File: src/rtl/bf2_sdf_stage.sv
// bf2_sdf_stage: radix-2 single-path delay-feedback butterfly stage with D=2^DEPTH_LOG2 feedback delay.
// Define BF2_SDF_STAGE_SAT_EN to saturate sums/differences instead of wrapping them.
module bf2_sdf_stage #(
    parameter int DATA_WIDTH = 13,
    parameter int ADD_G      = 1,
    parameter int DEPTH_LOG2 = 3
) (
    input  logic                                clk,
    input  logic                                rst,
    input  logic                                in_valid,
    input  logic signed [DATA_WIDTH-ADD_G-1:0]  in_r,
    input  logic signed [DATA_WIDTH-ADD_G-1:0]  in_i,
    output logic                                out_valid,
    output logic signed [DATA_WIDTH-1:0]        out_r,
    output logic signed [DATA_WIDTH-1:0]        out_i,
    output logic                                s_out
);
    localparam int D = 1 << DEPTH_LOG2;
    localparam int W = DATA_WIDTH;
`ifdef BF2_SDF_STAGE_SAT_EN
    localparam int SW = W + 1;
    // overflow iff the two top bits disagree; clamp toward the sign
    function automatic logic signed [W-1:0] fit(input logic signed [SW-1:0] v);
        return (v[SW-1] == v[SW-2]) ? v[SW-2:0] : {v[SW-1], {(W-1){~v[SW-1]}}};
    endfunction
`else
    localparam int SW = W;
    function automatic logic signed [W-1:0] fit(input logic signed [SW-1:0] v);
        return v;
    endfunction
`endif
    logic [DEPTH_LOG2:0]   cnt;
    logic                  primed;
    logic                  s;
    logic signed [W-1:0]   dl_r [D];
    logic signed [W-1:0]   dl_i [D];
    logic signed [W-1:0]   ext_r, ext_i, head_r, head_i;
    logic signed [W-1:0]   res_r, res_i, din_r, din_i;
    logic signed [SW-1:0]  sum_r, sum_i, dif_r, dif_i;
    assign s      = cnt[DEPTH_LOG2];
    assign ext_r  = W'(in_r);
    assign ext_i  = W'(in_i);
    assign head_r = dl_r[D-1];
    assign head_i = dl_i[D-1];
    assign sum_r  = SW'(head_r) + SW'(ext_r);
    assign sum_i  = SW'(head_i) + SW'(ext_i);
    assign dif_r  = SW'(head_r) - SW'(ext_r);
    assign dif_i  = SW'(head_i) - SW'(ext_i);
    assign res_r  = s ? fit(sum_r) : head_r;
    assign res_i  = s ? fit(sum_i) : head_i;
    assign din_r  = s ? fit(dif_r) : ext_r;
    assign din_i  = s ? fit(dif_i) : ext_i;
    always_ff @(posedge clk or posedge rst) begin
        if (rst) begin
            cnt       <= '0;
            primed    <= 1'b0;
            out_valid <= 1'b0;
            out_r     <= '0;
            out_i     <= '0;
            s_out     <= 1'b0;
            for (int k = 0; k < D; k++) begin
                dl_r[k] <= '0;
                dl_i[k] <= '0;
            end
        end else begin
            out_valid <= in_valid && primed;
            if (in_valid) begin
                cnt    <= cnt + 1'b1;
                primed <= primed | (cnt == (DEPTH_LOG2+1)'(D-1));
                out_r  <= res_r;
                out_i  <= res_i;
                s_out  <= s;
                dl_r[0] <= din_r;
                dl_i[0] <= din_i;
                for (int k = 1; k < D; k++) begin
                    dl_r[k] <= dl_r[k-1];
                    dl_i[k] <= dl_i[k-1];
                end
            end
        end
    end
endmodule

File: config.mk
export PLATFORM = sky130hd
export DESIGN_NAME = bf2_sdf_stage
export DESIGN_NICKNAME = d
export VERILOG_FILES = /design/src/rtl/bf2_sdf_stage.sv
export SDC_FILE = /design/constraint.sdc
export NUM_CORES = 1
export LEC_CHECK = 0
export CORE_MARGIN = 1.5
export CORE_UTILIZATION = 61
export DETAILED_ROUTE_END_ITERATION = 7
export GPL_TIMING_DRIVEN = 0
export PLACE_DENSITY = 0.81
export SLEW_MARGIN = 20
export SYNTH_ARGS = -nofsm -noshare
export SYNTH_HDL_FRONTEND = slang
export SYNTH_SLANG_ARGS = --single-unit
File: constraint.sdc
create_clock -name clk -period 12.8 [get_ports clk]
set_input_delay 3.84 -clock clk [delete_from_list [all_inputs] [get_ports clk]]
set_output_delay 3.84 -clock clk [all_outputs]
set_load 0.1 [all_outputs]
==> reports/metrics.sh <==
CTS_RESIZED=0
TIMING.CRITICAL_PATH.SLOWEST_CELL_DELAY_PS=560
SYN_AREA_PER_CELL_UM2=12.2
YS.WARNINGS.COUNT=0
WORST_HOLD_PATH_TYPE='reg -> reg'
POST_SYNTH_MUX_AREA_SHARE_PCT=19.4
PLACE_HPWL_MM=17.5
DRIVE_ABOVE_1_SHARE_PCT=25.1
POST-ROUTE-DRC-COUNT=0
WIRELENGTH_MM=25.0
CTS_SINKS=241
CRITICAL_PATH.MAX_FANOUT=3
LARGEST_DELAY_SHARE_FAMILY_WORST_PATH='compound AO/OA/AOI/OAI gates'
POWER.SHARE.SEQUENTIAL_PCT=37.2
P_TOTAL_W=0.00370
FINAL_NETS=1104
PORT_BUFFERS=53
MOSTFREQUENTLAYOUTCELL='sky130_fd_sc_hd__dfrtp_1'
PEAKVDDDROP_mV=0.301
TIMING.CLOCK.SKEW_PS=12.4
CTS_ROOT_BUFFER='sky130_fd_sc_hd__clkbuf_16'
ANTENNA_VIOLATIONS_BEFORE_REPAIR=0
DETAILEDROUTE.FIRSTPASSITERATIONCOUNT=5
STATIC-LEAKAGE-POWER_nW=5.82
SYNTH.NET_COUNT=1022
DIE_AREA_UM2=19700
REMAINING_GLOBAL_ROUTE_OVERFLOW=0
YOSYSUNIQUECELLTYPES=54
NUM_ANTENNA_CELLS=0
CORE_AREA_UM2=18600
CTS_TREE='yes'
GRT_UTIL_ALL_LAYERS_PCT=26.6
SYNTH.FF_LATCH_COUNT=241
DP_SLACK_PS=6310
SYNTH_XOR_XNOR_AREA_SHARE_PCT=2.89
MAX-CAP-VIOLATIONS=0
DATA_ARRIVAL_TIME_AT_THE_WORST_SLACK_ENDPOINT_PS=6560
CLOCK_POWER_SHARE_PCT=20.7
WORST_SLEW_PIN_SLEW_PS=990
PLACE_CONGESTION=0.936
GRT_SETUP_UNREPAIRED='false'
STATUS='finished, final reports clean'
MAXIMUM_ROOT_TO_SINK_BUFFER_COUNT=3
INITIAL_UTILIZATION_PCT=61.9
SWITCHING_SHARE_PCT=39.1
PLACED_CELL_AREA_UM2=12400
TIMING.CRITICAL_PATH.REQUIRED_PS=13260
POWER.DENSITY_nW_PER_UM2=279
ROWS=50
CTS_MADE_BUFFERS=25
MAXIMUM_NUMBER_OF_PINS_ON_ONE_NET_BEFORE_GLOBAL_ROUTE_REPAIR=114
ADDER_AND_MAJORITY_GATE_PORTION_OF_THE_SYNTHESIZED_AREA_PCT=6.02
CRITICAL_PATH.CELL_CHAIN='clkdlybuf4s50_1, ha_1, inv_1, fa_1, o21bai_2, a21oi_2, o31a_1, o31ai_4, xnor2_1, a211oi_1, a21o_1'
CTS_HOLD_FIX_BUFS=0
SETUP_VIOL_COUNT_FINAL=0
WORST_PATH_MAX_DELAY_CELL='sky130_fd_sc_hd__clkdlybuf4s50_1'
N_FILL_CELL=1286
CRITPATHKIND='in -> reg'
PRIMARY_FF_MASTER_SYNTH='sky130_fd_sc_hd__dfrtp_1'
AREA.SEQUENTIAL_UM2=6030
TOTAL_SWITCHING_POWER_W=0.00145
CLK_LATENCY_PS=520
FINAL_MIN_PERIOD_OVER_CLOCK_PERIOD_PCT=47.7
AREA_GROWTH_SYN_TO_LAYOUT_PCT=15.4
MULTI_INPUT_AREA_UM2=5030
NETLIST_INSTANCES=942
WORST_SETUP_PATH_END_KIND='flip-flop'
FINALMAXSLEWVIOLATIONS=0
WIRE_PER_INST_UM=19.6
INITIALDRTVIOLATIONCOUNT=479
ROUTE.DETAILED.VIAS_PER_INST=5.91
DIEWIDTH_UM=140
PART_OF_THE_POWER_IN_COMBINATIONAL_LOGIC_PCT=42.1
DIEHEIGHT_UM=140
P_INT_W=0.00225
NUMBER_OF_SYNTHESIZED_FLOPS_WITH_AN_ENABLE_PIN=0
SYNTH_COMPOUND_GATE_AREA_SHARE_PCT=10.9
YOSYS.AREA_SHARE.SIMPLE_PCT=4.51
HOLD_VIOLATIONS=0
POSTLAYOUTSETUPSLACKWORST_PS=6700
CRIT_PATH_LAUNCH_TYPE='primary input'
ANT_NETS=0
POST_CTS_SETUP_REPAIR_BUFFER_COUNT=0
MAX_FREQ_GHz=0.164
GRT_PASS1_VIAS=7918
GRT_PASS1_WL_MM=41.2
FINALCRITICALPERIOD_PS=6100
FINALINSTANCEAREA_UM2=13300
VIAS=7535
SYNTH.YOSYS.SEQ_AREA_SHARE_PCT=52.4
SYNTH_TOP_FAMILY_BY_AREA='multiplexers'
SYNTH.CELL_AREA_UM2=11500
MAX-SLEW-MARGIN-REL_PCT=33.8
CRITICAL_PATH_BUF_INV_COUNT=2
SYNTH-ASYNC-RESET-RATIO_PCT=100
FINAL_CELL_MIX='241 x sky130_fd_sc_hd__dfrtp_1, 185 x sky130_fd_sc_hd__mux2_2, 62 x sky130_fd_sc_hd__a21oi_1'
PATH_CLK_SLEW_PS=60
IO-PIN-COUNT=55
CTS_HTREE_LEVELS=1
## stage by stage
step / utilization (%) / hold WS, ps / cells / setup TNS [ps]
4_1_cts: 71.4 / 483 / 1274 / 0
5_1_grt: 71.4 / 500 / 1274 / 0
3_5_place_dp: 66.7 / 469 / 1231 / 0
2_1_floorplan: - / 429 / 942 / 0
6_report: 71.4 / 477 / 1274 / 0
3_3_place_gp: 66.4 / 461 / 1229 / -61400
## logic make-up after synthesis
logic type,count (synthesis)
multiplexers,200
buffers and inverters,111
XOR/XNOR,38
AO/OA/AOI/OAI,187
adder cells (fa/ha/maj),53
flip-flops,241
AND/OR/NAND/NOR,112
## area by class of cell
class                           count  area share (%)
Sequential cell                   241            45.4
Multi-Input combinational cell    590            37.9
Clock buffer                       35            5.67
Timing Repair Buffer               55            4.41
Tap cell                          234            2.21
Buffer                             56            1.82
Inverter                           55            1.61
Clock inverter                      8           0.962
## worst paths after layout
kind                            endpoint  slack [ps]  startpoint  depth (start not counted)
worst max register to register  out_i[8]       10210   head_i[0]                         10
max in group asynchronous       dl_r[38]        8310         rst                          3
worst max-delay path            out_i[8]        6700     in_i[0]                         11
min in group asynchronous       out_r[1]        3680         rst                          2
worst min register to register  out_r[7]         480    out_r[7]                          1
worst min-delay path            out_r[7]         480    out_r[7]                          1
## Yosys cell counts, types with 16 or more instances
library cell / n / area share (%)
sky130_fd_sc_hd__xnor2_1: 35 / 2.7
sky130_fd_sc_hd__dfrtp_1: 241 / 52
sky130_fd_sc_hd__nand2_1: 17 / 0.55
sky130_fd_sc_hd__nor2_1: 50 / 1.6
sky130_fd_sc_hd__inv_1: 53 / 1.7
sky130_fd_sc_hd__ha_1: 49 / 5.3
sky130_fd_sc_hd__a21oi_1: 62 / 2.7
sky130_fd_sc_hd__nand3_1: 16 / 0.70
sky130_fd_sc_hd__a21o_1: 20 / 1.3
sky130_fd_sc_hd__o21ai_0: 30 / 1.3
sky130_fd_sc_hd__clkbuf_1: 33 / 1.1
sky130_fd_sc_hd__mux2_2: 185 / 18
## power groups by stage
| stage | combinational [W] | clock [W] | sequential, W |
|---|---|---|---|
| 3_5_place_dp | 0.00154 | 0 | 0.00139 |
| 2_1_floorplan | 0.000930 | 0 | 0.00161 |
| 3_3_place_gp | 0.00150 | 0 | 0.00137 |
| 5_1_grt | 0.00169 | 0.000803 | 0.00142 |
| 4_1_cts | 0.00156 | 0.000774 | 0.00138 |
| 6_report | 0.00156 | 0.000765 | 0.00138 |
## sequential cells by signal (all words and copies together) (netlist names)
signal / flops
dl_i: 91
dl_r: 91
head_i: 13
head_r: 13
out_i: 13
out_r: 13
cnt: 4
out_valid: 1
primed: 1
s_out: 1
## layer usage
layer	track usage [%]	wire length (um)	vias to the layer above	share of wire (%)
met5	0	0	-	0
met4	9.75	847	0	3.4
met3	4.21	1460	57	5.8
met2	42.5	11300	230	45
met1	37.2	11300	3770	45
li1	-	-	3478	-
No activity file was read; power rests on OpenSTA's default activity.
